--- src/rtl/store_merge_if.sv ---
// Store-path bus: datapath request side plus word-addressed memory side.
interface store_merge_if #(
    parameter int unsigned DATA_W = 32,
    parameter int unsigned ADDR_W = 32
);
    logic              req_valid;
    logic              req_ready;
    logic [ADDR_W-1:0] req_addr;
    logic [DATA_W-1:0] req_data;
    logic [1:0]        req_size;
    logic [ADDR_W-1:0] mem_addr;
    logic              mem_wr;
    logic [DATA_W-1:0] mem_wdata;
    logic [DATA_W-1:0] mem_rdata;
    logic              done;
    logic              err;

    // The store unit itself
    modport slave (
        input  req_valid, req_addr, req_data, req_size, mem_rdata,
        output req_ready, mem_addr, mem_wr, mem_wdata, done, err
    );

    // Datapath / memory model driving the unit
    modport master (
        output req_valid, req_addr, req_data, req_size, mem_rdata,
        input  req_ready, mem_addr, mem_wr, mem_wdata, done, err
    );
endinterface

--- src/rtl/store_merge_unit.sv ---
// Read-modify-write store unit: byte/half stores read the aligned word, merge
// the store data into the addressed lanes and write it back; word stores skip
// the read. Optional macro STORE_ALIGN_CHK_EN turns misaligned/reserved
// requests into an err+done pulse with no memory access.
module store_merge_unit #(
    parameter int unsigned DATA_W = 32,
    parameter int unsigned ADDR_W = 32,
    parameter int unsigned RD_LAT = 1
) (
    input  logic          clk,
    input  logic          reset_n,
    store_merge_if.slave  bus
);
    localparam int unsigned LANES = DATA_W / 8;
    localparam int unsigned OFF_W = $clog2(LANES);
    localparam int unsigned CNT_W = (RD_LAT > 1) ? $clog2(RD_LAT) : 1;

    localparam logic [1:0] SZ_WORD = 2'b00;
    localparam logic [1:0] SZ_HALF = 2'b01;
    localparam logic [1:0] SZ_BYTE = 2'b10;

    typedef enum logic [1:0] {
        S_IDLE  = 2'd0,
        S_READ  = 2'd1,
        S_WRITE = 2'd2,
        S_FIN   = 2'd3
    } state_t;

    state_t            r_state,     w_state_nxt;
    logic [CNT_W-1:0]  r_cnt,       w_cnt_nxt;
    logic [OFF_W-1:0]  r_off,       w_off_nxt;
    logic [15:0]       r_data,      w_data_nxt;
    logic [1:0]        r_size,      w_size_nxt;
    logic              r_ready,     w_ready_nxt;
    logic [ADDR_W-1:0] r_mem_addr,  w_mem_addr_nxt;
    logic              r_mem_wr,    w_mem_wr_nxt;
    logic [DATA_W-1:0] r_mem_wdata, w_mem_wdata_nxt;
    logic              r_done,      w_done_nxt;
    logic              r_err,       w_err_nxt;

    logic [ADDR_W-1:0] w_aligned;
    logic              w_fault;
    logic              w_fault_err;

    // Replace the addressed lane(s) of the read word with the store data
    function automatic logic [DATA_W-1:0] f_merge(
        input logic [DATA_W-1:0] rd,
        input logic [15:0]       wd,
        input logic [OFF_W-1:0]  off,
        input logic [1:0]        sz
    );
        logic [DATA_W-1:0] res;
        res = rd;
        for (int i = 0; i < int'(LANES); i++) begin
            if (sz == SZ_BYTE && OFF_W'(i) == off) begin
                res[i*8 +: 8] = wd[7:0];
            end else if (sz == SZ_HALF &&
                         (OFF_W'(i) | OFF_W'(1)) == (off | OFF_W'(1))) begin
                res[i*8 +: 8] = ((i % 2) == 0) ? wd[7:0] : wd[15:8];
            end
        end
        return res;
    endfunction

    assign w_aligned = {bus.req_addr[ADDR_W-1:OFF_W], OFF_W'(0)};

`ifdef STORE_ALIGN_CHK_EN
    // Reserved size, odd half address and unaligned word all fault
    assign w_fault     = (bus.req_size == 2'b11) ||
                         (bus.req_size == SZ_HALF && bus.req_addr[0]) ||
                         (bus.req_size == SZ_WORD && bus.req_addr[OFF_W-1:0] != '0);
    assign w_fault_err = 1'b1;
`else
    // Only the reserved size takes the no-access path; misalignment is dropped
    assign w_fault     = (bus.req_size == 2'b11);
    assign w_fault_err = 1'b0;
`endif

    // Next-state and next-output logic
    always_comb begin
        w_state_nxt     = r_state;
        w_cnt_nxt       = r_cnt;
        w_off_nxt       = r_off;
        w_data_nxt      = r_data;
        w_size_nxt      = r_size;
        w_ready_nxt     = 1'b0;
        w_mem_addr_nxt  = r_mem_addr;
        w_mem_wr_nxt    = 1'b0;
        w_mem_wdata_nxt = r_mem_wdata;
        w_done_nxt      = 1'b0;
        w_err_nxt       = 1'b0;

        case (r_state)
            S_IDLE: begin
                w_ready_nxt = 1'b1;
                if (bus.req_valid && r_ready) begin
                    w_ready_nxt = 1'b0;
                    w_off_nxt   = bus.req_addr[OFF_W-1:0];
                    w_data_nxt  = bus.req_data[15:0];
                    w_size_nxt  = bus.req_size;
                    if (w_fault) begin
                        w_state_nxt = S_FIN;
                        w_done_nxt  = 1'b1;
                        w_err_nxt   = w_fault_err;
                    end else if (bus.req_size == SZ_WORD) begin
                        w_state_nxt     = S_WRITE;
                        w_mem_addr_nxt  = w_aligned;
                        w_mem_wdata_nxt = bus.req_data;
                        w_mem_wr_nxt    = 1'b1;
                        w_done_nxt      = 1'b1;
                    end else begin
                        w_state_nxt    = S_READ;
                        w_cnt_nxt      = CNT_W'(RD_LAT - 1);
                        w_mem_addr_nxt = w_aligned;
                    end
                end
            end
            S_READ: begin
                if (r_cnt == '0) begin
                    w_state_nxt     = S_WRITE;
                    w_mem_wdata_nxt = f_merge(bus.mem_rdata, r_data, r_off, r_size);
                    w_mem_wr_nxt    = 1'b1;
                    w_done_nxt      = 1'b1;
                end else begin
                    w_cnt_nxt = r_cnt - CNT_W'(1);
                end
            end
            S_WRITE: begin
                w_state_nxt = S_IDLE;
                w_ready_nxt = 1'b1;
            end
            S_FIN: begin
                w_state_nxt = S_IDLE;
                w_ready_nxt = 1'b1;
            end
            default: begin
                w_state_nxt = S_IDLE;
                w_ready_nxt = 1'b1;
            end
        endcase
    end

    // State and registered outputs; reset abandons any store in flight
    always_ff @(posedge clk or negedge reset_n) begin
        if (!reset_n) begin
            r_state     <= S_IDLE;
            r_cnt       <= '0;
            r_off       <= '0;
            r_data      <= '0;
            r_size      <= '0;
            r_ready     <= 1'b1;
            r_mem_addr  <= '0;
            r_mem_wr    <= 1'b0;
            r_mem_wdata <= '0;
            r_done      <= 1'b0;
            r_err       <= 1'b0;
        end else begin
            r_state     <= w_state_nxt;
            r_cnt       <= w_cnt_nxt;
            r_off       <= w_off_nxt;
            r_data      <= w_data_nxt;
            r_size      <= w_size_nxt;
            r_ready     <= w_ready_nxt;
            r_mem_addr  <= w_mem_addr_nxt;
            r_mem_wr    <= w_mem_wr_nxt;
            r_mem_wdata <= w_mem_wdata_nxt;
            r_done      <= w_done_nxt;
            r_err       <= w_err_nxt;
        end
    end

    assign bus.req_ready = r_ready;
    assign bus.mem_addr  = r_mem_addr;
    assign bus.mem_wr    = r_mem_wr;
    assign bus.mem_wdata = r_mem_wdata;
    assign bus.done      = r_done;
    assign bus.err       = r_err;

endmodule

--- src/flat_wrapper.sv ---
// flat-port wrapper written by rule: the top's interface ports become plain ports
module store_merge_unit_flat 
#(
    parameter int unsigned DATA_W = 32,
    parameter int unsigned ADDR_W = 32,
    parameter int unsigned RD_LAT = 1
)
  (clk, reset_n, bus_req_valid, bus_req_addr, bus_req_data, bus_req_size, bus_mem_rdata, bus_req_ready, bus_mem_addr, bus_mem_wr, bus_mem_wdata, bus_done, bus_err);
  store_merge_if #(.DATA_W(DATA_W), .ADDR_W(ADDR_W)) bus_i ();
  input  logic clk;
  input  logic reset_n;
  input wire logic [$bits(bus_i.req_valid)-1:0] bus_req_valid;
  input wire logic [$bits(bus_i.req_addr)-1:0] bus_req_addr;
  input wire logic [$bits(bus_i.req_data)-1:0] bus_req_data;
  input wire logic [$bits(bus_i.req_size)-1:0] bus_req_size;
  input wire logic [$bits(bus_i.mem_rdata)-1:0] bus_mem_rdata;
  output wire logic [$bits(bus_i.req_ready)-1:0] bus_req_ready;
  output wire logic [$bits(bus_i.mem_addr)-1:0] bus_mem_addr;
  output wire logic [$bits(bus_i.mem_wr)-1:0] bus_mem_wr;
  output wire logic [$bits(bus_i.mem_wdata)-1:0] bus_mem_wdata;
  output wire logic [$bits(bus_i.done)-1:0] bus_done;
  output wire logic [$bits(bus_i.err)-1:0] bus_err;
  assign bus_i.req_valid = bus_req_valid;
  assign bus_i.req_addr = bus_req_addr;
  assign bus_i.req_data = bus_req_data;
  assign bus_i.req_size = bus_req_size;
  assign bus_i.mem_rdata = bus_mem_rdata;
  assign bus_req_ready = bus_i.req_ready;
  assign bus_mem_addr = bus_i.mem_addr;
  assign bus_mem_wr = bus_i.mem_wr;
  assign bus_mem_wdata = bus_i.mem_wdata;
  assign bus_done = bus_i.done;
  assign bus_err = bus_i.err;
  store_merge_unit #(.DATA_W(DATA_W), .ADDR_W(ADDR_W), .RD_LAT(RD_LAT)) u_core (.clk(clk), .reset_n(reset_n), .bus(bus_i));
endmodule
--- config.mk ---
export PLATFORM = sky130hd
export DESIGN_NAME = store_merge_unit_flat
export DESIGN_NICKNAME = d
export VERILOG_FILES = /design/src/rtl/store_merge_if.sv /design/src/rtl/store_merge_unit.sv /design/src/flat_wrapper.sv
export SDC_FILE = /design/constraint.sdc
export NUM_CORES = 1
export LEC_CHECK = 0
export ABC_AREA = 1
export CAP_MARGIN = 40
export CORE_ASPECT_RATIO = 1.2
export CORE_MARGIN = 4
export CORE_UTILIZATION = 46
export CTS_CLUSTER_SIZE = 30
export DETAILED_ROUTE_END_ITERATION = 12
export PLACE_DENSITY = 0.85
export SETUP_SLACK_MARGIN = 0.1
export SLEW_MARGIN = 0
export SYNTH_ARGS = -nofsm -noshare
export SYNTH_HDL_FRONTEND = slang
export SYNTH_SLANG_ARGS = --single-unit
--- constraint.sdc ---
create_clock -name clk -period 1.9 [get_ports clk]
set_clock_uncertainty 0.2 [all_clocks]
set_input_delay 0.38 -clock clk [delete_from_list [all_inputs] [get_ports clk]]
set_output_delay 0.38 -clock clk [all_outputs]
set_load 0.02 [all_outputs]
== After elaboration in Yosys (flattened, before gate mapping) ==
Cells that the tools add are included.
Storage, ports and cells
  logic and storage cells: 77
  output and inout bits: 68
  flip-flop bits (word level): 88
Cells by class
  add/sub/neg operators: 1
  equality and inequality tests: 14
  reduce and logical (&&, ||, !) cells: 17
  muxes and demuxes: 33
  bitwise logic cells: 2
Operators by type and width (count)
  32-bit two-way mux: 4
  8-bit two-way mux: 8
  32-bit one-hot mux with 2 select lines: 1
  1-bit two-way mux: 11
  2-bit == test (second input constant): 4
  2-bit two-way mux: 4
  1-bit one-hot mux with 2 select lines: 4
  1-bit logical AND: 7
  2-bit zero test: 3
  2-bit != test (second input constant): 3
  2-bit one-hot mux with 3 select lines: 1
  5-bit AND reduction: 1
  2-bit by 1-bit == test with 1-bit output (second input constant): 2
  2-bit == test (first input constant): 2
  2-bit by 1-bit != test with 1-bit output (second input constant): 2
  2-bit AND reduction: 2
  4-bit AND reduction: 1
  3-bit AND reduction: 1
  1-bit by 2-bit == test with 1-bit output (first input constant): 1
  1-bit inverter: 2
  2-bit nonzero test: 1
  2-bit OR reduction: 1
  1-bit subtractor (second input constant): 1

== Depth between registers and ports, before layout ==
  word-level depth: 6
  depth in mapped cells: 9

== Worst setup path after synthesis ==
Ideal clock, no wire load.
  path type: reg2reg
  from: register u_core.r_ready, in the netlist u_core.bus.req_ready
  to: register u_core.r_mem_addr[10], in the netlist u_core.bus.mem_addr[10]
  path slack: 0.075 ns
  stages on the path, launching flop included: 9
  arrival: 1.507 ns
  buffers on the path: 2
  required time: 1.582 ns
  path through: dfstp_2 -> nand3_4 -> nor2_8 -> inv_2 -> or2_1 -> buf_4 -> buf_6 -> nand2_1 -> o21ai_2
On the way
  word-level cells in the longest chain between the ends: 2
Ends and longest elaborated chain
  start: declaration: RTL line store_merge_unit.sv:34  | logic r_ready, w_ready_nxt;
  start signal: assignment: RTL line store_merge_unit.sv:163  | r_ready <= w_ready_nxt;
  1-bit logical AND: RTL line store_merge_unit.sv:96  | if (bus.req_valid && r_ready) begin
  3-bit AND reduction (no line)
  end signal: assignment: RTL line store_merge_unit.sv:164  | r_mem_addr <= w_mem_addr_nxt;
  end: declaration: RTL line store_merge_unit.sv:35  | logic [ADDR_W-1:0] r_mem_addr, w_mem_addr_nxt;
No other way between the ends.
A chain may end at the register's enable or synchronous reset.

== Final worst setup path ==
  from: register u_core.r_ready, in the netlist u_core.bus.req_ready
  to: register u_core.r_mem_wdata[2], in the netlist u_core.bus.mem_wdata[2]
On the way
  word-level cells in the longest chain between the ends: 3
Ends and longest elaborated chain
  1-bit logical AND: RTL line store_merge_unit.sv:96
  2-bit by 1-bit != test with 1-bit output (no line)
  5-bit AND reduction (no line)
  end signal: assignment: RTL line store_merge_unit.sv:166  | r_mem_wdata <= w_mem_wdata_nxt;
  end: declaration: RTL line store_merge_unit.sv:37  | logic [DATA_W-1:0] r_mem_wdata, w_mem_wdata_nxt;
No other way between the ends.

==> flow_summary.ini <==
[status]
run_status = completed

[floorplanning]
start_util_pct = 47.3
die-area_mm2 = 0.0120
core_mm2 = 0.0101
ios = 169
die_y_um = 119
rows = 40
die_w_um = 101

[power_and_ir_drop]
power.density_mw_per_mm2 = 1470
p_leak_uw = 0.00357
power_uw = 10200
ir_drop_mv = 0.611

[timing]
hold_ws_ns = 0.277
post-route-period-util_pct = 91.2
layout_setup_ws_ns = 0.166
hold_violations = 0
slew_viol_final = 0
rsz0062_at_grt = false
finalCriticalPeriod_ns = 1.73
setup_viol = 0
fmax_ghz = 0.577

[cells_and_area]
diodes = 0
register_area_mm2 = 0.00218
layout-drive-gt1-share_pct = 11.5
synthToLayoutAreaGrowth_pct = 46.5
multi_input_area_mm2 = 0.00195
fin_cells = 945
fin_area_mm2 = 0.00697
layout.nets = 918
n_fill_cell = 832

[place]
placedCellCount = 924
routabilityCongestion = 0.876
port_buffers = 165
pre_cts_ws_ns = -0.317
place_area_mm2 = 0.00663
dp_hpwl_um = 10600

[route]
firstDrtPassIters = 5
viasPerCell = 5.00
drt_iter0_markers = 250
dr_total_vias = 4725
ant_nets = 0
finalWirelength_um = 14700
routedWlPerCell_um = 15.5
drc = 0

[setup_path]
worstReg2RegStart = u_core.bus.req_ready
r2r_end = u_core.bus.mem_wdata[2]
path_cells = nand3_4 -> buf_6 -> nand2_4 -> nand2_4 -> clkinv_8 -> buf_12 -> nor2_1 -> a21oi_1
worstPathArrival_ns = 1.78
crit_type = flop to flop
cp_max_fo = 8
r2r_setup_slack_ns = 0.17
cp_common_cell = nand2_4
worst_path_largest_cell_delay_ns = 0.55
critPathRequiredTime_ns = 1.95
critPathLaunchType = flop
cpMaxStageDelayCell = dfstp_2
endpoint_kind = flop
r2r_cells = 8

[cts]
clockRootBuffer = clkbuf_16
cts_tree = built
clk_latency_ns = 0.33
cts_buffers = 9
cts_sinks = 87
htree_levels = 3
cts_setup_buffers = 0
cts.clk_slew.worst_paths_ns = 0.06
cts_buffer_depth = 2

[job]
drv_cap = 0

[logic_synthesis]
yosys.cell_types.count = 25
netlist_instances = 640
ys_warn_count = 0
synth_seq_cells = 87
syn-mean-instance-area_um2 = 7.43
netlist_area_mm2 = 0.00476
synth-seq-area-share_pct = 45.8

[global_routing]
track_usage_pct = 24.6
grt_pass1_wl_um = 23400
first_global_vias = 4816
grt_overflow = 0
grt_max_degree = 44
antenna_found_initial = 0

[hold_path]
hp-start = u_core.bus.mem_addr[24]
hold_end = u_core.bus.mem_addr[24]
hold_depth = 2
hp-class = flop to flop
[critical path: cells and delay by family, from the launching register on]
family,cells,cell delay [ns]
AOI/OAI and AO/OA,1,0.16
buffers and inverters,3,0.39
DFF,1,0.55
and+or+nand+nor,4,0.34
[kinds of logic (layout without fill, tap and decap cells)]
kind of cell               Yosys count  in the layout  synth area share (%)
and+or+nand+nor                    313            313                  28.2
DFF                                 87             87                  45.8
adders and majority gates            3              3                 0.789
AOI/OAI and AO/OA                   85             85                  11.3
buffers and inverters              151            328                  13.8
other                                1              3                0.0789
[layout by cell type, fill, tap and decap left out, types with 2 or more instances in the layout]
cell type / Yosys / layout
nand2_1: 130 / 129
inv_1: 111 / 110
nor2_1: 102 / 102
clkdlybuf4s50_1: 0 / 96
dfrtp_1: 86 / 85
dlygate4sd2_1: 0 / 67
nand3_1: 57 / 57
a21oi_1: 32 / 32
o21ai_2: 30 / 31
o21ai_0: 23 / 22
buf_4: 8 / 20
nand4_1: 16 / 16
clkbuf_16: 0 / 10
buf_12: 0 / 6
inv_2: 5 / 4
ha_1: 3 / 3
conb_1: 1 / 3
buf_16: 0 / 3
nor2_4: 1 / 2
nand2_4: 0 / 2
clkbuf_1: 6 / 2
clkinv_2: 0 / 2
clkbuf_8: 0 / 2
[layout make-up]
class                           instances  share of cell area [%]
Clock buffer                           13                    3.73
Multi-Input combinational cell        404                    28.0
Sequential cell                        87                    31.3
Inverter                              116                    6.46
Tap cell                              126                    2.26
Clock inverter                          3                   0.251
Timing Repair Buffer                  196                    28.0
[flip-flops by register name, indices dropped and copies added, names as in the netlist]
signal and flops:
u_core.bus.mem_wr 1, u_core.bus.mem_wdata 32, u_core.r_size 2, u_core.bus.done 1
u_core.r_state 2, u_core.r_data 16, u_core.bus.req_ready 1, u_core.bus.mem_addr 30
u_core.r_off 2
[what timing repair did]
item / CTS / global route
endpoints found under the setup margin: 108 / 32
cloned: 3 / 1
resized for setup: 77 / 9
hold buffers: 1 / 0
hold endpoints to repair: 22 / 0
pin swaps: 1 / 0
[power by group]
part | internal [uW] | switching, uW | total, uW
logic | 2060 | 3240 | 5300
clock network | 954 | 690 | 1640
registers | 2740 | 538 | 3280
total | 5750 | 4470 | 10200
[Yosys cell counts, drive strengths merged]
master  instances  area [um2]
nor2          106         427
o21ai          53         378
inv           116         435
dfrtp          86        2150
a21oi          32         160
nand4          16         100
or2             1        6.26
ha              3        37.5
dfstp           1        26.3
nand3          59         313
clkbuf          6        22.5
conb            1        3.75
nand2         131         494
buf            29         200
[stage by stage]
| stage | TNS [ns] | util [%] |
|---|---|---|
| after global routing | 0 | 69.3 |
| after floorplan | 0 | - |
| after CTS | 0 | 69.0 |
| after global placement | -11.99 | 65.9 |
| final | 0 | 69.3 |
| after detailed placement | -16.57 | 65.9 |
[layer usage]
metal,GRT usage (%),vias up,wire length [um]
li1,-,2313,-
met4,10.9,0,425
met3,4.10,35,1330
met1,30.2,2152,5700
met2,41.8,225,7220
met5,0,-,0
[how the worst max path moves through the flow]
stage                               startpoint                        to  slack (ns)  cells past startpoint
after floorplan           u_core.bus.req_ready   u_core.bus.mem_addr[10]         0.1                      8
after global placement           bus_req_valid   u_core.bus.mem_addr[20]       -0.21                      8
after detailed placement       bus_req_size[0]   u_core.bus.mem_wdata[3]       -0.32                     10
after CTS                 u_core.bus.req_ready             bus_req_ready        0.08                      1
after global routing         u_core.r_state[0]  u_core.bus.mem_wdata[10]        0.11                      7
final                     u_core.bus.req_ready   u_core.bus.mem_wdata[2]        0.17                      8
Note: power is estimated with default switching activity, not from simulation.
==> RTL edit 1 (same flow settings) <==
`ADDR_W` is set to 32 in 3 places; all go to 64.
--- a/src/rtl/store_merge_if.sv
+++ b/src/rtl/store_merge_if.sv
@@ -3,3 +3,3 @@
     parameter int unsigned DATA_W = 32,
-    parameter int unsigned ADDR_W = 32
+    parameter int unsigned ADDR_W = 64
 );
--- a/src/rtl/store_merge_unit.sv
+++ b/src/rtl/store_merge_unit.sv
@@ -6,3 +6,3 @@
     parameter int unsigned DATA_W = 32,
-    parameter int unsigned ADDR_W = 32,
+    parameter int unsigned ADDR_W = 64,
     parameter int unsigned RD_LAT = 1
--- a/src/flat_wrapper.sv
+++ b/src/flat_wrapper.sv
@@ -4,3 +4,3 @@
     parameter int unsigned DATA_W = 32,
-    parameter int unsigned ADDR_W = 32,
+    parameter int unsigned ADDR_W = 64,
     parameter int unsigned RD_LAT = 1
Ports: changed (resized bus_mem_addr and bus_req_addr); port bits go from 169 to 233. The function was not compared with the original's and may differ.
==> RTL edit 1 against the unedited design <==
Worst setup slack worse by 66 ps; synthesized area is 23% higher; sequential power increased by 36%; utilization up 5.5 points; power grew 45%; count of clock-buffer cells in the layout rose by 8; hold slack better by 7.3 ps; sequential cell count rose by 32; wire length is 36% higher; clock power increased by 110%; cell area increased by 32%; largest cell class unchanged.
==> RTL edit 1: results (changes against the unedited design) <==
- GP Congestion: 0.8795 (was 0.8759)
- Global-route wire length before repair: 30.65 mm (was 23.40 mm)
- I/O Buffers: 229 (was 165)
- Top cells by count, synth: nand2_1 (163), inv_1 (145), dfrtp_1 (118) (was nand2_1 (130), inv_1 (111), nor2_1 (102))
- R2R Setup Slk: 100 ps (was 170 ps)
- Met1 Use GR: 29.97% (was 30.24%)
- Mean area per synthesized cell: 7.570 um^2 (was 7.431 um^2)
- Combinational share of power: 45.9% (was 51.9%)
- VDD IR max: 0.7673 mV (was 0.6112 mV)
- Total CTS buffers: 17 (was 9)
- Worst slack at placement: -353.7 ps (was -317.0 ps)
- Max FO, Critical Path: 26 (was 8)
- Inverters: 148 (was 116)
- Largest net degree at the start of global routing: 76 (was 44)
- Fill cell count: 867 (was 832)
- Register area share after synthesis: 50.78% (was 45.80%)
- Clock buffer count: 21 (was 13)
- Adder-cell area share of the yosys netlist: 0.6398% (was 0.7893%)
- DP HPWL: 13.82 mm (was 10.64 mm)
- Status: complete, no violations (unchanged)
- Post-synthesis compound-gate area fraction: 10.11% (was 11.31%)
- Comb_multi_in: 469 (was 404)
- Reg2Reg Depth: 7 (was 8)
- Buffering overhead: 28.87% (was 28.01%)
- Flop pwr share: 30.3% (was 32.1%)
- Pleak: 4.770 nW (was 3.574 nW)
- #FFs+latches synth: 119 (was 87)
- Vias per cell: 5.112 (was 5.000)
- Max FFs per register: 62 (was 32)
- M1 WL: 7.681 mm (was 5.699 mm)
- Seq/total area: 32.47% (was 31.28%)
- CP endpoint: u_core.bus.mem_addr[46] (was u_core.bus.mem_wdata[2])
- Routed len/inst: 16.76 um (was 15.53 um)
- CP arrival: 1890 ps (was 1780 ps)
- Synth cell types: 22 (was 25)
==> RTL edit 1: cell count changes in the layout (fill, tap and decap cells not counted), moves of 10 or more <==
cell             unedited run  this run
clkbuf_16                  10        20
clkdlybuf4s50_1            96       131
dfrtp_1                    85       117
dlygate4sd2_1              67        95
inv_1                     110       144
nand2_1                   129       160
o21ai_1                     0        58
o21ai_2                    31         5
==> RTL edit 1: through the flow <==
step | total power [mW] | utilization [%] | TNS (ps) | area, um^2 | hold slack (ps)
2_1_floorplan | 8.210 | - | -1298 | 5887 | -115.6
3_3_place_gp | 11.31 | 68.59 | -19600 | 8421 | 190.1
3_5_place_dp | 11.51 | 68.59 | -22290 | 8421 | 194.3
4_1_cts | 14.52 | 73.62 | 0 | 9039 | 283.3
5_1_grt | 15.64 | 74.78 | 0 | 9180 | 306.8
6_report | 14.77 | 74.78 | 0 | 9180 | 284.6
==> RTL edit 2 (config.mk and constraints unchanged) <==
Made on the original files. Encoding of `state_t`: now Gray code (2 bits for 4 states).
--- a/src/rtl/store_merge_unit.sv
+++ b/src/rtl/store_merge_unit.sv
@@ -22,6 +22,6 @@
     typedef enum logic [1:0] {
-        S_IDLE  = 2'd0,
-        S_READ  = 2'd1,
-        S_WRITE = 2'd2,
-        S_FIN   = 2'd3
+        S_IDLE  = 2'b00,
+        S_READ  = 2'b01,
+        S_WRITE = 2'b11,
+        S_FIN   = 2'b10
     } state_t;
Formal check against the unedited RTL: no difference found for any inputs over 4 cycles, from zero or initial values and one cycle with reset_n low; so few cycles prove little.
==> RTL edit 2 against the unedited design <==
Cell area up 0.81%; first-iteration DRC count up 71%; power up 6.5%; die area down 0.42%; cell count up 0.21%; synthesized area down 0.45%; worst setup slack worse by 7.0 ps; wire length up 3.0%; sequential cell count unchanged; combinational power up 13%; count of clock-buffer cells in the layout down 3.
==> RTL edit 2: results (changes against the unedited design) <==
- Combinational share of power: 55.0% (was 51.9%)
- Placed inst area: 0.006605 mm^2 (was 0.006625 mm^2)
- Clock tree buffer depth: 2 (unchanged)
- Largest stage delay, worst path: 430 ps (was 550 ps)
- Status: complete, no violations (unchanged)
- Worst-path clk slew: 60 ps (about the same)
- Mean area per synthesized cell: 7.398 um^2 (was 7.431 um^2)
- Initial antenna violation count: 0 (unchanged)
- Crit path max-delay family: buffers and inverters (was flip-flops)
- Slowest CP cell: dfrtp_1 (was dfstp_2)
- VDD IR max: 0.8098 mV (was 0.6112 mV)
- Hold WC Path Type: reg2reg (unchanged)
- GP Congestion: 0.9020 (was 0.8759)
- Hold Path End: u_core.bus.mem_addr[30] (was u_core.bus.mem_addr[24])
- Met2 usage: 41.68% (was 41.76%)
- Sequential power: 3.29 mW (was 3.28 mW)
- DR pass1 iterations: 8 (was 5)
- Largest net degree at the start of global routing: 62 (was 44)
- WHS Path Cells: 2 (unchanged)
- Multiplexer share of the synthesized area: 0% (unchanged)
- Warnings, synthesis: 0 (unchanged)
- Routed len/inst: 15.97 um (was 15.53 um)
- Global-route wire length before repair: 23.30 mm (was 23.40 mm)
- CP endpoint: u_core.bus.mem_wdata[30] (was u_core.bus.mem_wdata[2])
- Top cells by count, synth: nand2_1 (132), inv_1 (110), nor2_1 (102) (was nand2_1 (130), inv_1 (111), nor2_1 (102))
- Layout cell share with drive strength beyond 1: 12.30% (was 11.48%)
- Ys flop type: dfrtp_1 (unchanged)
- Adder-cell area share of the yosys netlist: 0.7928% (was 0.7893%)
- CTS root buf: clkbuf_16 (unchanged)
- Via count: 4,949 (was 4,725)
- DR iter-0 viols: 428 (was 250)
- Post-Synth XOR/XNOR Area: 0% (unchanged)
- Fin nets: 922 (was 918)
- Diode count: 0 (unchanged)
- Vias in the first global route: 4,839 (was 4,816)
- CTS H-tree depth: 3 (unchanged)
- DP HPWL: 10.71 mm (was 10.64 mm)
- Top cells by area, synth: dfrtp_1 (45%), nand2_1 (10%), inv_1 (8.7%), nor2_1 (8.1%), nand3_1 (6.0%) (was dfrtp_1 (45%), nand2_1 (10%), inv_1 (8.8%), nor2_1 (8.1%), nand3_1 (6.0%))
- Max FO, Critical Path: 19 (was 8)
- WHS: 282.5 ps (was 277.4 ps)
- Synth cell types: 23 (was 25)
- Register area share after synthesis: 46.01% (was 45.80%)
- Pleak: 3.622 nW (was 3.574 nW)
- CP Launch Point: u_core.r_size[0] (was u_core.bus.req_ready)
- Reg2Reg Depth: 10 (was 8)
- Post-Route WL: 15.12 mm (was 14.67 mm)
- Met1 Use GR: 29.55% (was 30.24%)
- Post-synthesis compound-gate area fraction: 11.28% (was 11.31%)
- Critical hold path startpoint: u_core.bus.mem_addr[30] (was u_core.bus.mem_addr[24])
- CP arrival: 1760 ps (was 1780 ps)
- Grt met3 use: 2.812% (was 4.101%)
- Routed Antenna Nets: 0 (unchanged)
- Total Routing Usage GR: 24.63% (was 24.59%)
- NetSw: 4.890 mW (was 4.472 mW)
-- RTL edit 2: area by class of cell --
class                      instances  area, um^2
timing repair buffer             200        2038
fill                             814        3035
clock inverter                     4       23.77
tap                              126       157.7
clock buffer                      10       239.0
sequential                        87        2178
inverter                         116       435.4
multi-input combinational        404        1952
-- RTL edit 2: through the flow --
stage | setup slack [ps] | total power [mW]
final | 159.5 | 10.89
after CTS | 55.01 | 10.63
after global routing | 62.70 | 11.57
after detailed placement | -284.5 | 9.264
after floorplan | 80.43 | 6.714
after global placement | -199.0 | 9.013
-- RTL edit 2: metal layers --
metal | vias to the layer above | wire [um]
met1 | 2325 | 5545
met4 | 0 | 803
met3 | 59 | 1014
met2 | 248 | 7757
met5 | - | 0
li1 | 2317 | -
-- RTL edit 2: repair_timing --
action,CTS,global route
hold endpoints to repair,29,0
hold buffers,1,0
resized for setup,74,14
setup buffers,2,3
pin swaps,1,1
endpoints found under the setup margin,97,61
cloned,2,3
